`src/rtl/mux_arbitro_rr.sv`:
```
// -----------------------------------------------------------------------------
// mux_arbitro_rr
//
// Round-robin arbiter and sequencer for the 2:1 memory mux datapath. Two
// requesters share one registered output. The block owns the mux select,
// issues registered grants with bursts of at most BURST beats while the other
// side is waiting, honours a downstream stall, and registers the winning data.
//
// Parameters:
//   DATA_W  width of each data input and of data_out
//   BURST   maximum consecutive beats for one requester under contention (>=1)
//   CNT_W   width of the per-requester beat counters (optional feature only)
//
// Ports:
//   clk        in   system clock, rising edge
//   reset_L    in   synchronous reset, active low
//   req0/req1  in   requester has a beat available on its data input
//   data_in0/1 in   requester data
//   stall      in   downstream cannot accept a beat this cycle
//   selector   out  current mux select (0 = data_in0, 1 = data_in1)
//   gnt0/gnt1  out  registered grants, never both high
//   data_out   out  registered winning data, held when no beat
//   valid_out  out  data_out carries a new beat this cycle
//   gnt_cnt0/1 out  beats delivered per requester, wrapping
//                   (present only when MUX_ARB_CNT_EN is defined)
//
// Optional feature macro: MUX_ARB_CNT_EN
// -----------------------------------------------------------------------------
module mux_arbitro_rr #(
    parameter int DATA_W = 2,
    parameter int BURST  = 4,
    parameter int CNT_W  = 8
) (
    input  logic              clk,
    input  logic              reset_L,
    input  logic              req0,
    input  logic              req1,
    input  logic [DATA_W-1:0] data_in0,
    input  logic [DATA_W-1:0] data_in1,
    input  logic              stall,
    output logic              selector,
    output logic              gnt0,
    output logic              gnt1,
    output logic [DATA_W-1:0] data_out,
    output logic              valid_out
`ifdef MUX_ARB_CNT_EN
    ,
    output logic [CNT_W-1:0]  gnt_cnt0,
    output logic [CNT_W-1:0]  gnt_cnt1
`endif
);

    localparam int BCNT_W = (BURST > 1) ? $clog2(BURST) : 1;

    typedef enum logic [1:0] {
        IDLE = 2'd0,
        S0   = 2'd1,
        S1   = 2'd2
    } state_t;

    state_t             state, state_nxt;
    logic [BCNT_W-1:0]  beat_cnt, beat_cnt_nxt;
    logic               last_served, last_served_nxt;
    logic               beat;
    logic [DATA_W-1:0]  beat_data;
    logic               last_beat;

    // The burst ends on the beat that brings the count up to BURST.
    assign last_beat = (beat_cnt == BCNT_W'(BURST - 1));

    // Grants decode straight from the state register, so they are registered.
    assign gnt0 = (state == S0);
    assign gnt1 = (state == S1);

    // NOTE: every signal written here gets a default first, so no path can
    // leave one unassigned and infer a latch.
    always_comb begin
        state_nxt       = state;
        beat_cnt_nxt    = beat_cnt;
        last_served_nxt = last_served;
        beat            = 1'b0;
        beat_data       = data_in0;

        unique case (state)
            IDLE: begin
                // last_served == 1 means requester 0 wins the next tie.
                if (req0 && req1)  state_nxt = last_served ? S0 : S1;
                else if (req0)     state_nxt = S0;
                else if (req1)     state_nxt = S1;
            end

            S0: begin
                beat_data = data_in0;
                if (!stall) begin
                    if (!req0) begin
                        // Release: the cycle spent here is the dead cycle.
                        state_nxt       = req1 ? S1 : IDLE;
                        last_served_nxt = 1'b0;
                        beat_cnt_nxt    = '0;
                    end else begin
                        beat = 1'b1;
                        if (last_beat) begin
                            beat_cnt_nxt = '0;
                            if (req1) begin
                                state_nxt       = S1;
                                last_served_nxt = 1'b0;
                            end
                        end else begin
                            beat_cnt_nxt = beat_cnt + 1'b1;
                        end
                    end
                end
            end

            S1: begin
                beat_data = data_in1;
                if (!stall) begin
                    if (!req1) begin
                        state_nxt       = req0 ? S0 : IDLE;
                        last_served_nxt = 1'b1;
                        beat_cnt_nxt    = '0;
                    end else begin
                        beat = 1'b1;
                        if (last_beat) begin
                            beat_cnt_nxt = '0;
                            if (req0) begin
                                state_nxt       = S0;
                                last_served_nxt = 1'b1;
                            end
                        end else begin
                            beat_cnt_nxt = beat_cnt + 1'b1;
                        end
                    end
                end
            end

            default: state_nxt = IDLE;
        endcase
    end

    // NOTE: sequential state uses non-blocking assignments so every register
    // samples pre-edge values regardless of statement order.
    always_ff @(posedge clk) begin
        if (!reset_L) begin
            state       <= IDLE;
            beat_cnt    <= '0;
            last_served <= 1'b1;
            selector    <= 1'b0;
            data_out    <= '0;
            valid_out   <= 1'b0;
        end else begin
            state       <= state_nxt;
            beat_cnt    <= beat_cnt_nxt;
            last_served <= last_served_nxt;
            valid_out   <= beat;
            if (beat) data_out <= beat_data;
            // selector follows the grant and holds its value through IDLE.
            if (state_nxt == S0)      selector <= 1'b0;
            else if (state_nxt == S1) selector <= 1'b1;
        end
    end

`ifdef MUX_ARB_CNT_EN
    always_ff @(posedge clk) begin
        if (!reset_L) begin
            gnt_cnt0 <= '0;
            gnt_cnt1 <= '0;
        end else if (beat) begin
            if (state == S0) gnt_cnt0 <= gnt_cnt0 + 1'b1;
            else             gnt_cnt1 <= gnt_cnt1 + 1'b1;
        end
    end
`endif

endmodule

```
`config.mk`:
```
export PLATFORM = sky130hd
export DESIGN_NAME = mux_arbitro_rr
export DESIGN_NICKNAME = d
export VERILOG_FILES = /design/src/rtl/mux_arbitro_rr.sv
export SDC_FILE = /design/constraint.sdc
export NUM_CORES = 1
export LEC_CHECK = 0
export CORE_AREA = 2 2 39 41
export CTS_CLUSTER_DIAMETER = 100
export DETAILED_ROUTE_END_ITERATION = 10
export DIE_AREA = 0 0 41 43
export DONT_BUFFER_PORTS = 1
export SYNTH_ARGS = -nofsm -noshare
export SYNTH_HDL_FRONTEND = slang
export SYNTH_SLANG_ARGS = --single-unit
```
`constraint.sdc`:
```
create_clock -name clk -period 2.67 [get_ports clk]
set_clock_uncertainty 0.05 [all_clocks]
set_input_delay 0.6675 -clock clk [delete_from_list [all_inputs] [get_ports clk]]
set_output_delay 0.6675 -clock clk [all_outputs]
set_load 0.01 [all_outputs]
```
Word-level counts from Yosys, hierarchy flattened
Index checks and enable logic that the tools add are counted.

Bits in registers: 9. Bits in latches: 0. Memory bits (writable): 0. Bits in read-only memories: 0. Bits of input ports: 9. Output and inout bits: 6. Word-level logic and storage cells: 60. Memories kept: 0.

Add/sub/neg operators: 1. Multiply operators: 0. Div/mod/pow operators: 0. $lt $le $gt $ge: 0. Equal/unequal tests: 11. Shift-type cells: 0. Muxes and demuxes: 35. Bitwise logic cells: 1. Reduce and logical (&&, ||, !) cells: 6.

Operators by type and width (number): $mux 2 (18); $mux 1 (13); $reduce_and 7->1 (1); $eq 2x2->1 const B (3); $ne 3x2->1 const B (2); $ne 3x3->1 const B (2); $pmux 2 s3 (1); $eq 2x1->1 const B (2); $ne 2x2->1 const B (2); $pmux 1 s2 (2); $pmux 2 s2 (1); $reduce_and 3->1 (1); $add 2x1->2 const B (1); $logic_not 2->1 (1); $reduce_bool 2->1 (1); $reduce_or 2->1 (1); $logic_and 1x1->1 (1); $not 1->1 (1).

Longest topological paths before layout
Word-level depth: 7. Gate-level depth with buffers: 7. Gate-level depth less buffers: 6.

Worst setup path before layout
Ideal clock, no wire load.

Path kind: in2reg. Start point: in stall. End point: reg selector. Data arrival time: 1.530 ns. Required time: 2.488 ns. Setup slack: 0.958 ns. Cell stages on the path: 5. Cells stage by stage: clkbuf_1 > o21ai_0 > o31ai_1 > a221oi_1 > o32ai_1.

Longest elaborated chain between the ends: 4. Elaborated cells on any way between the ends: 6. Those cells by class: 2 x eq/ne; 3 x mux; 1 x reduce/logical.

RTL lines: start, declared (RTL line 40) `input logic stall,`; $mux 2 (on tied branches) (RTL line 117, 94); $pmux 2 s3 (*) (RTL line 84) `unique case (state)`; $eq 2x1->1 (RTL line 158) `if (state_nxt == S0) selector <= 1'b0;`; $reduce_or 2->1 (no source line); end signal, assigned (RTL line 148) `selector <= 1'b0;`; end signal, assigned (RTL line 158); end signal, assigned (RTL line 159) `else if (state_nxt == S1) selector <= 1'b1;`; end, declared (RTL line 41) `output logic selector,`.

Mark *: on every way between the ends. The rest lies on a longest branch, timed or not. A chain may end at the register's enable or synchronous reset.

Worst setup path in the final report
Start point: reg state[0]. End point: reg selector.

Elaborated cells on any way between the ends: 17. Those cells by class: 4 x eq/ne; 11 x mux; 2 x reduce/logical.

RTL lines: start, declared (RTL line 61) `state_t state, state_nxt;`; start signal, assigned (RTL line 152) `state <= state_nxt;`; $eq 2x2->1 (*); via gnt1 (RTL line 43) `output logic gnt1,`; $pmux 2 s3 (*) (RTL line 84); $eq 2x1->1 (RTL line 158); $reduce_or 2->1 (no source line).

Mark *: on every way through the listed nets, which the timed path passes. The rest lies on a longest branch.

==> metrics.md <==
| Metric | Value |
|---|---|
| Worst relative slew slack | 0.604 |
| Top post-synthesis cells by area | dfxtp_1 (29%), ha_1 (10%), mux2i_1 (4.8%) |
| First-pass GRT wire length | 2.28 mm |
| Routed via count | 559 |
| Top cell type by total area after synthesis | dfxtp_1 |
| Ports | 15 |
| Clock transition at the registers of the reported paths | 60 ps |
| Crit path kind | reg -> reg |
| HP Class | reg -> reg |
| Leak | 0.000249 uW |
| Most common flop cell mapped by yosys | dfxtp_1 |
| Post-synthesis cell type count | 34 |
| Detailed Place HPWL | 964 um |
| Final Critical Period | 2050 ps |
| Hold WS | 439 ps |
| Setup bufs post-CTS | 0 |
| Number of synthesized flops with an enable pin | 0 |
| Synthesis-to-layout area growth | 4.78% |
| Resized cells post-CTS | 0 |
| Post-synthesis net count | 87 |
| Htree depth | 1 |
| Hold_buf cts | 0 |
| Critical R2R Launch | state[0] |
| CP startpoint | state[0] |
| Peak supply drop | 271 uV |
| Dpl ws | 639 ps |
| Slew Viols, Final | 0 |
| Drt first pass iters | 4 |
| Ys async rst share | 0 |
| Final WS setup | 621 ps |
| Pwr per Cell Area | 606 nW/um^2 |
| Critical path peak fanout | 14 |
| Drt drc | 0 |
| CTS tree | yes |
| Commonest non-fill, non-tap cell in the layout | dfxtp_1 |
| Worst skew pair latency | 270 ps |
| Maximum root-to-sink buffer count | 2 |
| Vias in the first global route | 546 |
| Slowest Stage Delay on Critical Path | 540 ps |
| Launching element type of the critical path | register |
| Syn Inst Count | 73 |
| Overflow after GRT | 0 |
| Final Cycle Share | 0.767 |
| Synthesized cell area | 628 sq um |
| Crit end category | register |
| Final nets | 89 |
| Largest net degree at the start of global routing | 15 |
| YS warnings | 0 |
| Clock sink count | 9 |
| Status | completed |
| Chip height | 43 um |
| Initial antenna violation count | 0 |
| Die ar. | 1760 sq um |
| GRT Total Usage | 0.195 |
| Crit path DAT | 2140 ps |
| PortBufs | 0 |
| Final setup violation count | 0 |
| Detailed-route wire length per cell | 15.6 um |
| CP Data Required Time | 2770 ps |
| Ant diodes | 0 |
| Die width | 41 um |
| Final hold violations | 0 |
| # Max-Cap Violations | 0 |
| Worst Tran Pin Value | 594 ps |
| Sum Neg Setup Slack | 0 ps |
| Share of layout cells above drive strength 1 | 0.0676 |
| Num CTS Buffers | 3 |
| Synth top area share | 0.287 |
| Slowest stage cell on the critical path | ha_1 |
| Initial Util | 0.454 |
| Commonest cells after routing, fill and taps aside | dfxtp_1 (9), inv_1 (7), ha_1 (5) |
| Core Region | 1380 sq um |
| Root buffer cell | clkbuf_4 |
| Mean Syn Cell Area | 8.60 sq um |
| HP Start | beat_cnt[1] |
| Post-route ant nets | 0 |
| RD Place Congestion | 0.767 |
| Iter 0 DRT Violations | 12 |
| Row count | 14 |
| Fmax | 488 MHz |
| Yosys reg bits | 9 |
| Worst-path cell chain | inv_1 > ha_1 > nor2b_1 > a32oi_2 > a221oi_1 > o32ai_1 |
| WL final | 1.40 mm |
| Vias per cell | 6.21 |
| Register area share after synthesis | 0.287 |
| RSZ-0062 raised after global routing | no |
worst max-delay path: cells and delay by family, from the launching register on:
family / cells / cell delay [ps]
AO/OA/AOI/OAI: 3 / 600
buffers and inverters: 1 / 100
AND/OR/NAND/NOR: 1 / 280
adder cells (fa/ha/maj): 1 / 540
flip-flops: 1 / 360
metrics by stage:
stage               std cells  total power [uW]   util  cell area (sq um)
floorplan                  73               274      -                628
global placement           86               288  0.457                632
detailed placement         86               288  0.457                632
CTS                        90               401  0.476                658
global route               90               424  0.476                658
finish                     90               399  0.476                658
cells in the mapped netlist, types with 2 or more instances:
master and n:
a211oi_1 2, a21oi_1 2, a221oi_1 3, a31oi_1 3, dfxtp_1 9, ha_1 5
inv_1 7, mux2i_1 3, nand2_1 4, nand2b_1 2, nor2_1 4, nor2b_1 2
nor3_1 2, o21ai_0 4, o31ai_1 2
cell type report:
class	instances	area (sq um)
Fill cell	143	726
Multi-Input combinational cell	54	405
Sequential cell	9	180
Clock buffer	4	26.3
Inverter	7	26.3
Tap cell	16	20.0
metal layers:
metal	vias to the layer above	GRT usage	part of all wire
li1	279	-	-
met1	255	0.238	0.44
met2	20	0.269	0.43
met3	5	0.0681	0.086
met4	0	0.140	0.035
met5	-	0	0
cell families (layout without fill, tap and decap cells):
kind of cell	after synthesis	count (layout)	synth area share
and+or+nand+nor	18	18	0.151
adders and majority gates	5	5	0.0996
DFF	9	9	0.287
muxes	3	3	0.0478
AOI/OAI and AO/OA	28	28	0.347
buffers and inverters	10	11	0.0677
registers in the layout, summed over array words and instances, names as in the netlist:
name,count
beat_cnt,2
data_out,2
last_served,1
selector,1
state,2
valid_out,1
report_power, final:
part	switching, uW	internal (uW)
Combinational	68.7	54.7
Sequential	16.4	148
Clock	52.7	57.9
path summary, 6_finish.rpt:
| check | slack [ps] | cells after the start | to |
|---|---|---|---|
| setup reg to reg | 620 | 6 | selector |
| hold reg to reg | 440 | 2 | beat_cnt[1] |
| setup / recovery | 620 | 6 | selector |
| hold / removal | 440 | 2 | beat_cnt[1] |
Note: power is estimated with default switching activity, not from simulation.
